===== src/rtl/dc_bu_line_scheduler_pkg.sv =====
// Shared constants, state encoding and modular index helper for the
// buffering-unit line scheduler.
package dc_bu_pkg;

  localparam int BUFFER_NUM = 5;
  localparam int WINDOW     = 4;

  localparam logic [BUFFER_NUM-1:0] BUFF_0 = 5'b00001;
  localparam logic [BUFFER_NUM-1:0] BUFF_1 = 5'b00010;
  localparam logic [BUFFER_NUM-1:0] BUFF_2 = 5'b00100;
  localparam logic [BUFFER_NUM-1:0] BUFF_3 = 5'b01000;
  localparam logic [BUFFER_NUM-1:0] BUFF_4 = 5'b10000;

  typedef enum logic [2:0] {
    IDLE,
    FILL,
    RUN,
    STALL,
    EOF
  } sched_state_t;

  // Operands stay below 5 (b may be 5 for a full ring), so one conditional
  // subtract brings the sum back into 0..4.
  function automatic logic [2:0] mod5_add(input logic [2:0] a, input logic [2:0] b);
    logic [3:0] s;
    s = {1'b0, a} + {1'b0, b};
    if (s >= 4'd5) begin
      s = s - 4'd5;
    end
    return s[2:0];
  endfunction

endpackage


===== src/rtl/dc_bu_line_scheduler_if.sv =====
// Control/select bundle between the line scheduler and its writer/scaler peers.
interface dc_bu_line_scheduler_if;
  import dc_bu_pkg::*;

  logic                  en;
  logic                  frame_start;
  logic                  wr_line_done;
  logic                  wr_last_line;
  logic                  rd_line_done;
  logic                  rd_advance;
  logic [BUFFER_NUM-1:0] wr_buff;
  logic                  wr_ready;
  logic [BUFFER_NUM-1:0] y0_buff;
  logic [BUFFER_NUM-1:0] y1_buff;
  logic [BUFFER_NUM-1:0] y2_buff;
  logic [BUFFER_NUM-1:0] y3_buff;
  logic                  output_en;
  logic                  next_line;
  logic                  overflow_err;

  modport slave (
    input  en, frame_start, wr_line_done, wr_last_line, rd_line_done, rd_advance,
    output wr_buff, wr_ready, y0_buff, y1_buff, y2_buff, y3_buff,
           output_en, next_line, overflow_err
  );

  modport master (
    output en, frame_start, wr_line_done, wr_last_line, rd_line_done, rd_advance,
    input  wr_buff, wr_ready, y0_buff, y1_buff, y2_buff, y3_buff,
           output_en, next_line, overflow_err
  );

endinterface


===== src/rtl/dc_bu_line_scheduler_onehot_rot.sv =====
// One-hot select of ring slot (base + min(OFFSET, lim)) mod 5.
module dc_bu_onehot_rot
  import dc_bu_pkg::*;
#(
  parameter logic [2:0] OFFSET = 3'd0
) (
  input  logic [2:0]            base,
  input  logic [2:0]            lim,
  output logic [BUFFER_NUM-1:0] sel
);

  logic [2:0] offs;
  logic [2:0] idx;

  // lim lets a short window replicate its newest line downward
  assign offs = (OFFSET > lim) ? lim : OFFSET;
  assign idx  = mod5_add(base, offs);

  for (genvar gi = 0; gi < BUFFER_NUM; gi++) begin : g_sel
    assign sel[gi] = (idx == 3'(gi));
  end

endmodule


===== src/rtl/dc_bu_line_scheduler.sv =====
// Rotates five line buffers between the writer and a sliding 4-line read
// window, covering fill, steady state, writer stall and bottom clamping.
module dc_bu_line_scheduler
  import dc_bu_pkg::*;
(
  input logic                    clk,
  input logic                    nrst,
  dc_bu_line_scheduler_if.slave  bus
);

  sched_state_t state_reg, state_next;
  logic [2:0]   rd_ptr_reg, rd_ptr_next;
  logic [2:0]   cnt_reg, cnt_next;
  logic         eof_reg, eof_next;
  logic         next_line_reg, next_line_next;
  logic         overflow_reg, overflow_next;

  logic         wr_ready;
  logic         accept;
  logic [2:0]   rd_inc;
  logic [2:0]   wr_ptr;
  logic [2:0]   lim;

  assign wr_ready = (state_reg != IDLE) && !eof_reg && (cnt_reg < 3'd5);
  assign accept   = bus.wr_line_done && wr_ready;
  assign rd_inc   = mod5_add(rd_ptr_reg, 3'd1);
  assign wr_ptr   = mod5_add(rd_ptr_reg, cnt_reg);
  assign lim      = ((cnt_reg != 3'd0) && (cnt_reg < 3'd4)) ? (cnt_reg - 3'd1) : 3'd4;

  always_ff @(posedge clk or negedge nrst) begin
    if (!nrst) begin
      state_reg     <= IDLE;
      rd_ptr_reg    <= 3'd0;
      cnt_reg       <= 3'd0;
      eof_reg       <= 1'b0;
      next_line_reg <= 1'b0;
      overflow_reg  <= 1'b0;
    end else begin
      state_reg     <= state_next;
      rd_ptr_reg    <= rd_ptr_next;
      cnt_reg       <= cnt_next;
      eof_reg       <= eof_next;
      next_line_reg <= next_line_next;
      overflow_reg  <= overflow_next;
    end
  end

  always_comb begin
    state_next     = state_reg;
    rd_ptr_next    = rd_ptr_reg;
    cnt_next       = cnt_reg;
    eof_next       = eof_reg;
    next_line_next = 1'b0;
    overflow_next  = overflow_reg;

    if (bus.en) begin
      if (bus.frame_start) begin
        state_next  = FILL;
        rd_ptr_next = 3'd0;
        cnt_next    = 3'd0;
        eof_next    = 1'b0;
      end else begin
        if (bus.wr_line_done && !wr_ready) begin
          overflow_next = 1'b1;
        end
        case (state_reg)
          FILL: begin
            if (accept) begin
              cnt_next = cnt_reg + 3'd1;
              if (bus.wr_last_line) begin
                state_next     = EOF;
                eof_next       = 1'b1;
                next_line_next = 1'b1;
              end else if (cnt_reg == 3'd3) begin
                state_next     = RUN;
                next_line_next = 1'b1;
              end
            end
          end
          RUN: begin
            if (accept) begin
              cnt_next = cnt_reg + 3'd1;
              if (bus.wr_last_line) begin
                state_next = EOF;
                eof_next   = 1'b1;
              end
            end
            if (bus.rd_line_done) begin
              if (!bus.rd_advance) begin
                next_line_next = 1'b1;
              end else if (cnt_reg == 3'd5) begin
                rd_ptr_next    = rd_inc;
                cnt_next       = 3'd4;
                next_line_next = 1'b1;
              end else if (accept) begin
                // write and advance cancel out in the line count
                rd_ptr_next    = rd_inc;
                cnt_next       = cnt_reg;
                next_line_next = 1'b1;
              end else begin
                state_next = STALL;
              end
            end
          end
          STALL: begin
            if (accept) begin
              rd_ptr_next    = rd_inc;
              state_next     = bus.wr_last_line ? EOF : RUN;
              eof_next       = bus.wr_last_line;
              next_line_next = 1'b1;
            end
          end
          EOF: begin
            if (bus.rd_line_done) begin
              next_line_next = 1'b1;
              if (bus.rd_advance && (cnt_reg > 3'd4)) begin
                rd_ptr_next = rd_inc;
                cnt_next    = cnt_reg - 3'd1;
              end
            end
          end
          default: ;
        endcase
      end
    end
  end

  logic [BUFFER_NUM-1:0] y_sel [WINDOW];

  for (genvar gi = 0; gi < WINDOW; gi++) begin : g_rd
    dc_bu_onehot_rot #(.OFFSET(3'(gi))) u_rd (
      .base (rd_ptr_reg),
      .lim  (lim),
      .sel  (y_sel[gi])
    );
  end

  dc_bu_onehot_rot #(.OFFSET(3'd0)) u_wr (
    .base (wr_ptr),
    .lim  (3'd4),
    .sel  (bus.wr_buff)
  );

  assign bus.y0_buff      = y_sel[0];
  assign bus.y1_buff      = y_sel[1];
  assign bus.y2_buff      = y_sel[2];
  assign bus.y3_buff      = y_sel[3];
  assign bus.wr_ready     = wr_ready;
  assign bus.output_en    = (state_reg == RUN) || (state_reg == EOF);
  assign bus.next_line    = next_line_reg;
  assign bus.overflow_err = overflow_reg;

endmodule


===== src/flat_wrapper.sv =====
// flat-port wrapper written by rule: the top's interface ports become plain ports
module dc_bu_line_scheduler_flat import dc_bu_pkg::*;
  (clk, nrst, bus_en, bus_frame_start, bus_wr_line_done, bus_wr_last_line, bus_rd_line_done, bus_rd_advance, bus_wr_buff, bus_wr_ready, bus_y0_buff, bus_y1_buff, bus_y2_buff, bus_y3_buff, bus_output_en, bus_next_line, bus_overflow_err);
  dc_bu_line_scheduler_if bus_i ();
  input logic clk;
  input logic nrst;
  input wire logic [$bits(bus_i.en)-1:0] bus_en;
  input wire logic [$bits(bus_i.frame_start)-1:0] bus_frame_start;
  input wire logic [$bits(bus_i.wr_line_done)-1:0] bus_wr_line_done;
  input wire logic [$bits(bus_i.wr_last_line)-1:0] bus_wr_last_line;
  input wire logic [$bits(bus_i.rd_line_done)-1:0] bus_rd_line_done;
  input wire logic [$bits(bus_i.rd_advance)-1:0] bus_rd_advance;
  output wire logic [$bits(bus_i.wr_buff)-1:0] bus_wr_buff;
  output wire logic [$bits(bus_i.wr_ready)-1:0] bus_wr_ready;
  output wire logic [$bits(bus_i.y0_buff)-1:0] bus_y0_buff;
  output wire logic [$bits(bus_i.y1_buff)-1:0] bus_y1_buff;
  output wire logic [$bits(bus_i.y2_buff)-1:0] bus_y2_buff;
  output wire logic [$bits(bus_i.y3_buff)-1:0] bus_y3_buff;
  output wire logic [$bits(bus_i.output_en)-1:0] bus_output_en;
  output wire logic [$bits(bus_i.next_line)-1:0] bus_next_line;
  output wire logic [$bits(bus_i.overflow_err)-1:0] bus_overflow_err;
  assign bus_i.en = bus_en;
  assign bus_i.frame_start = bus_frame_start;
  assign bus_i.wr_line_done = bus_wr_line_done;
  assign bus_i.wr_last_line = bus_wr_last_line;
  assign bus_i.rd_line_done = bus_rd_line_done;
  assign bus_i.rd_advance = bus_rd_advance;
  assign bus_wr_buff = bus_i.wr_buff;
  assign bus_wr_ready = bus_i.wr_ready;
  assign bus_y0_buff = bus_i.y0_buff;
  assign bus_y1_buff = bus_i.y1_buff;
  assign bus_y2_buff = bus_i.y2_buff;
  assign bus_y3_buff = bus_i.y3_buff;
  assign bus_output_en = bus_i.output_en;
  assign bus_next_line = bus_i.next_line;
  assign bus_overflow_err = bus_i.overflow_err;
  dc_bu_line_scheduler u_core (.clk(clk), .nrst(nrst), .bus(bus_i));
endmodule

===== config.mk =====
export PLATFORM = sky130hd
export DESIGN_NAME = dc_bu_line_scheduler_flat
export DESIGN_NICKNAME = d
export VERILOG_FILES = /design/src/rtl/dc_bu_line_scheduler_pkg.sv /design/src/rtl/dc_bu_line_scheduler_if.sv /design/src/rtl/dc_bu_line_scheduler_onehot_rot.sv /design/src/rtl/dc_bu_line_scheduler.sv /design/src/flat_wrapper.sv
export SDC_FILE = /design/constraint.sdc
export NUM_CORES = 1
export LEC_CHECK = 0
export CAP_MARGIN = 10
export CORE_MARGIN = 2
export CORE_UTILIZATION = 58
export CTS_BUF_LIST = sky130_fd_sc_hd__clkbuf_2 sky130_fd_sc_hd__clkbuf_4 sky130_fd_sc_hd__clkbuf_8
export DETAILED_ROUTE_END_ITERATION = 10
export PLACE_DENSITY = 0.86
export SLEW_MARGIN = 40
export SYNTH_ARGS = -nofsm -noshare
export SYNTH_HDL_FRONTEND = slang
export SYNTH_SLANG_ARGS = --single-unit

===== constraint.sdc =====
create_clock -name clk -period 5.14 [get_ports clk]
set_clock_uncertainty 0.2 [all_clocks]
set_input_delay 0.771 -clock clk [delete_from_list [all_inputs] [get_ports clk]]
set_output_delay 0.771 -clock clk [all_outputs]
set_load 0.005 [all_outputs]

==> metrics <==
status finished clean; placed insts 422; worst setup path start u_core.cnt_reg[0]; area share of and/or/nand/nor cells after synthesis between 20% and 30%; R2R cell count 9; # rows 24; CTS buffer count 3; Unique masters post-synth 75; Worst setup endpoint bus_wr_buff[3]; Least-Margin Pin Slew 629 ps; Startpoint Class flop; R2R Path End u_core.rd_ptr_reg[1]; core area 4350 um^2; period utilization 95.9%; total number of vias 2615; die area 5100 um^2; Post-Syn Area approximately 2600 um^2; grt ovf 0; first-pass GRT wire length 10.6 mm; maximum fanout along the worst path 7; Via density 6.10; multiplexer area fraction after synthesis 3.32%; post-synth top area cell ha_1; synth-to-layout area growth 19.6%; total I/O pin count 37; largest net degree at the start of global routing 18; post-route cell area 3160 um^2; # port buffers 36; Final setup violation count 0; Synth Register Bits 12; Worst-Skew Late Latency about 250 ps; CTS sink cnt 12; synth top area cells ha_1, dfrtp_1, a21oi_1, nand2_1, inv_1; Final Hold Viols 0; initial cell density of the core around three fifths; endpoint class of the critical path output pin; post-synthesis compound-gate area fraction ~30%; DR DRC count 0; clk root buf clkbuf_8; Routed WL per cell between 10 and 15 um; final WL 6.34 mm; drt first pass iters 4; Crit Path Class flop to output pin; post-synthesis sequential area ratio 11.4%; Routed Antenna Nets 0; Max-Slew Margin vs Limit 57.9%; post-DP HPWL between 4 and 5 mm; flop-to-flop setup slack 2670 ps; Final Slew Violations 0; HP Class flop to flop; Cells after Synth approximately 330; RSZ-0062 raised after global routing yes; GPL Wtd Cong 0.917; Max Freq between 0.2 and 0.25 GHz; CTS tree yes; nets@finish 426; Avg Cell Area, Syn roughly 7.9 um^2; H-tree depth 1; post-synth top area share 16.6%; Post-Synth Adder-Cell Area 20.4%; max_cap viols 0; final std cells w/o fill 429; FF-to-FF Start u_core.cnt_reg[0]; min cycle time layout 4930 ps; fraction of registers with async set/reset 100%; commonest non-fill, non-tap cells in the layout clkdlybuf4s50_1, ha_1, nand2_1; Synth Flop Type dfrtp_1; Area after DPL 3060 um^2; DIE WIDTH 71.4 um; YS warnings 0; hold_sp u_core.bus.overflow_err; Post-synth EDFFs 0; Die Height between 70 and 80 um; gr usage total 24.9%; most common cell after layout, fill and taps aside clkdlybuf4s50_1; largest family of logic cells by synthesized area compound AO/OA/AOI/OAI gates; diode count 0; post-synthesis xor/xnor area fraction 5.12%; DRT iter0 DRCs approximately 110; proportion of layout cells with a drive suffix above 1 11.7%; CTS Hold Bufs 0; initial antenna violation count 0; Worst Path Required 4170 ps; Critical Path AT 3960 ps; worst-case clock buffer depth 2; Reg clk slew, reported paths roughly 60 ps; post-layout util 72.5%; number of global-route vias before repair 2510
per-layer routing:
| layer | vias to the layer above | part of all wire (%) | global-route usage, % |
|---|---|---|---|
| li1 | 1300 | - | - |
| met1 | 1223 | 44 | 31.2 |
| met2 | 80 | 50 | 43.2 |
| met3 | 12 | 5.0 | 4.22 |
| met4 | 0 | 1.3 | 8.39 |
| met5 | - | 0 | 0 |
kinds of logic after synthesis:
kind of cell | after synthesis
AND/OR/NAND/NOR | 113
AO/OA/AOI/OAI | 105
adder cells (fa/ha/maj) | 40
buffers and inverters | 40
XOR/XNOR | 12
flip-flops | 12
multiplexers | 8
other | 2
final cells by class:
type                       instances  area, um^2
clock buffer                       4        55.1
sequential                        12         303
timing repair buffer              44         424
inverter                          30         113
tap                               52        65.1
multi-input combinational        287        2200
fill                             342        1200
per-stage QoR:
stage	hold WS [ps]	setup slack [ps]	setup TNS, ps
floorplan	260	789	0
global placement	253	324	0
detailed placement	287	206	0
CTS	302	61.1	0
global route	322	-21.2	-21.2
finish	292	212	0
cell usage after synthesis (all sizes together), types with 3 or more instances:
cell    count
ha         35
o21ba       3
o311ai      3
nor2b       8
a221oi      3
o211ai      3
xnor2       6
fa          5
a211oi      4
nor3        5
and2        4
nand2b     12
or2         4
inv        30
o21ai      21
a31oi       3
o32ai       5
buf         9
dfrtp      12
nand3       9
a21oi      25
a21o        5
nor2       18
nand2      30
o22ai       4
nor4        3
xor2        6
nand4       3
nand3b      6
mux2        6
a41oi       3
or3         3
worst min-delay path by stage:
stage	to	slack (ps)	depth (start not counted)
after global routing	u_core.bus.overflow_err	320	2
after floorplan	u_core.bus.overflow_err	260	2
final	u_core.bus.overflow_err	290	2
after global placement	u_core.bus.overflow_err	250	2
after detailed placement	u_core.bus.overflow_err	290	2
after CTS	u_core.bus.overflow_err	300	2
critical path, stage by stage, from the launching register on:
cell and delay, ps:
dfrtp_2 450, ha_1 210, inv_1 80, fa_2 480, ha_1 190, nand2b_1 160
a221oi_4 320, buf_6 180, xnor2_2 130, ha_1 200, inv_1 70, a21oi_1 160
mux2i_1 120, nor4_1 310, a221o_1 150, clkdlybuf4s50_1 490
timing repair:
action / CTS / global route
endpoints found under the hold margin: 0 / 0
buffers inserted: 0 / 3
setup endpoints to repair: 2 / 15
gates resized for setup: 1 / 10
pin swaps: 0 / 3
Power is not shown: default switching activity piles up to over one toggle a cycle in this logic, so the estimate is an artifact.
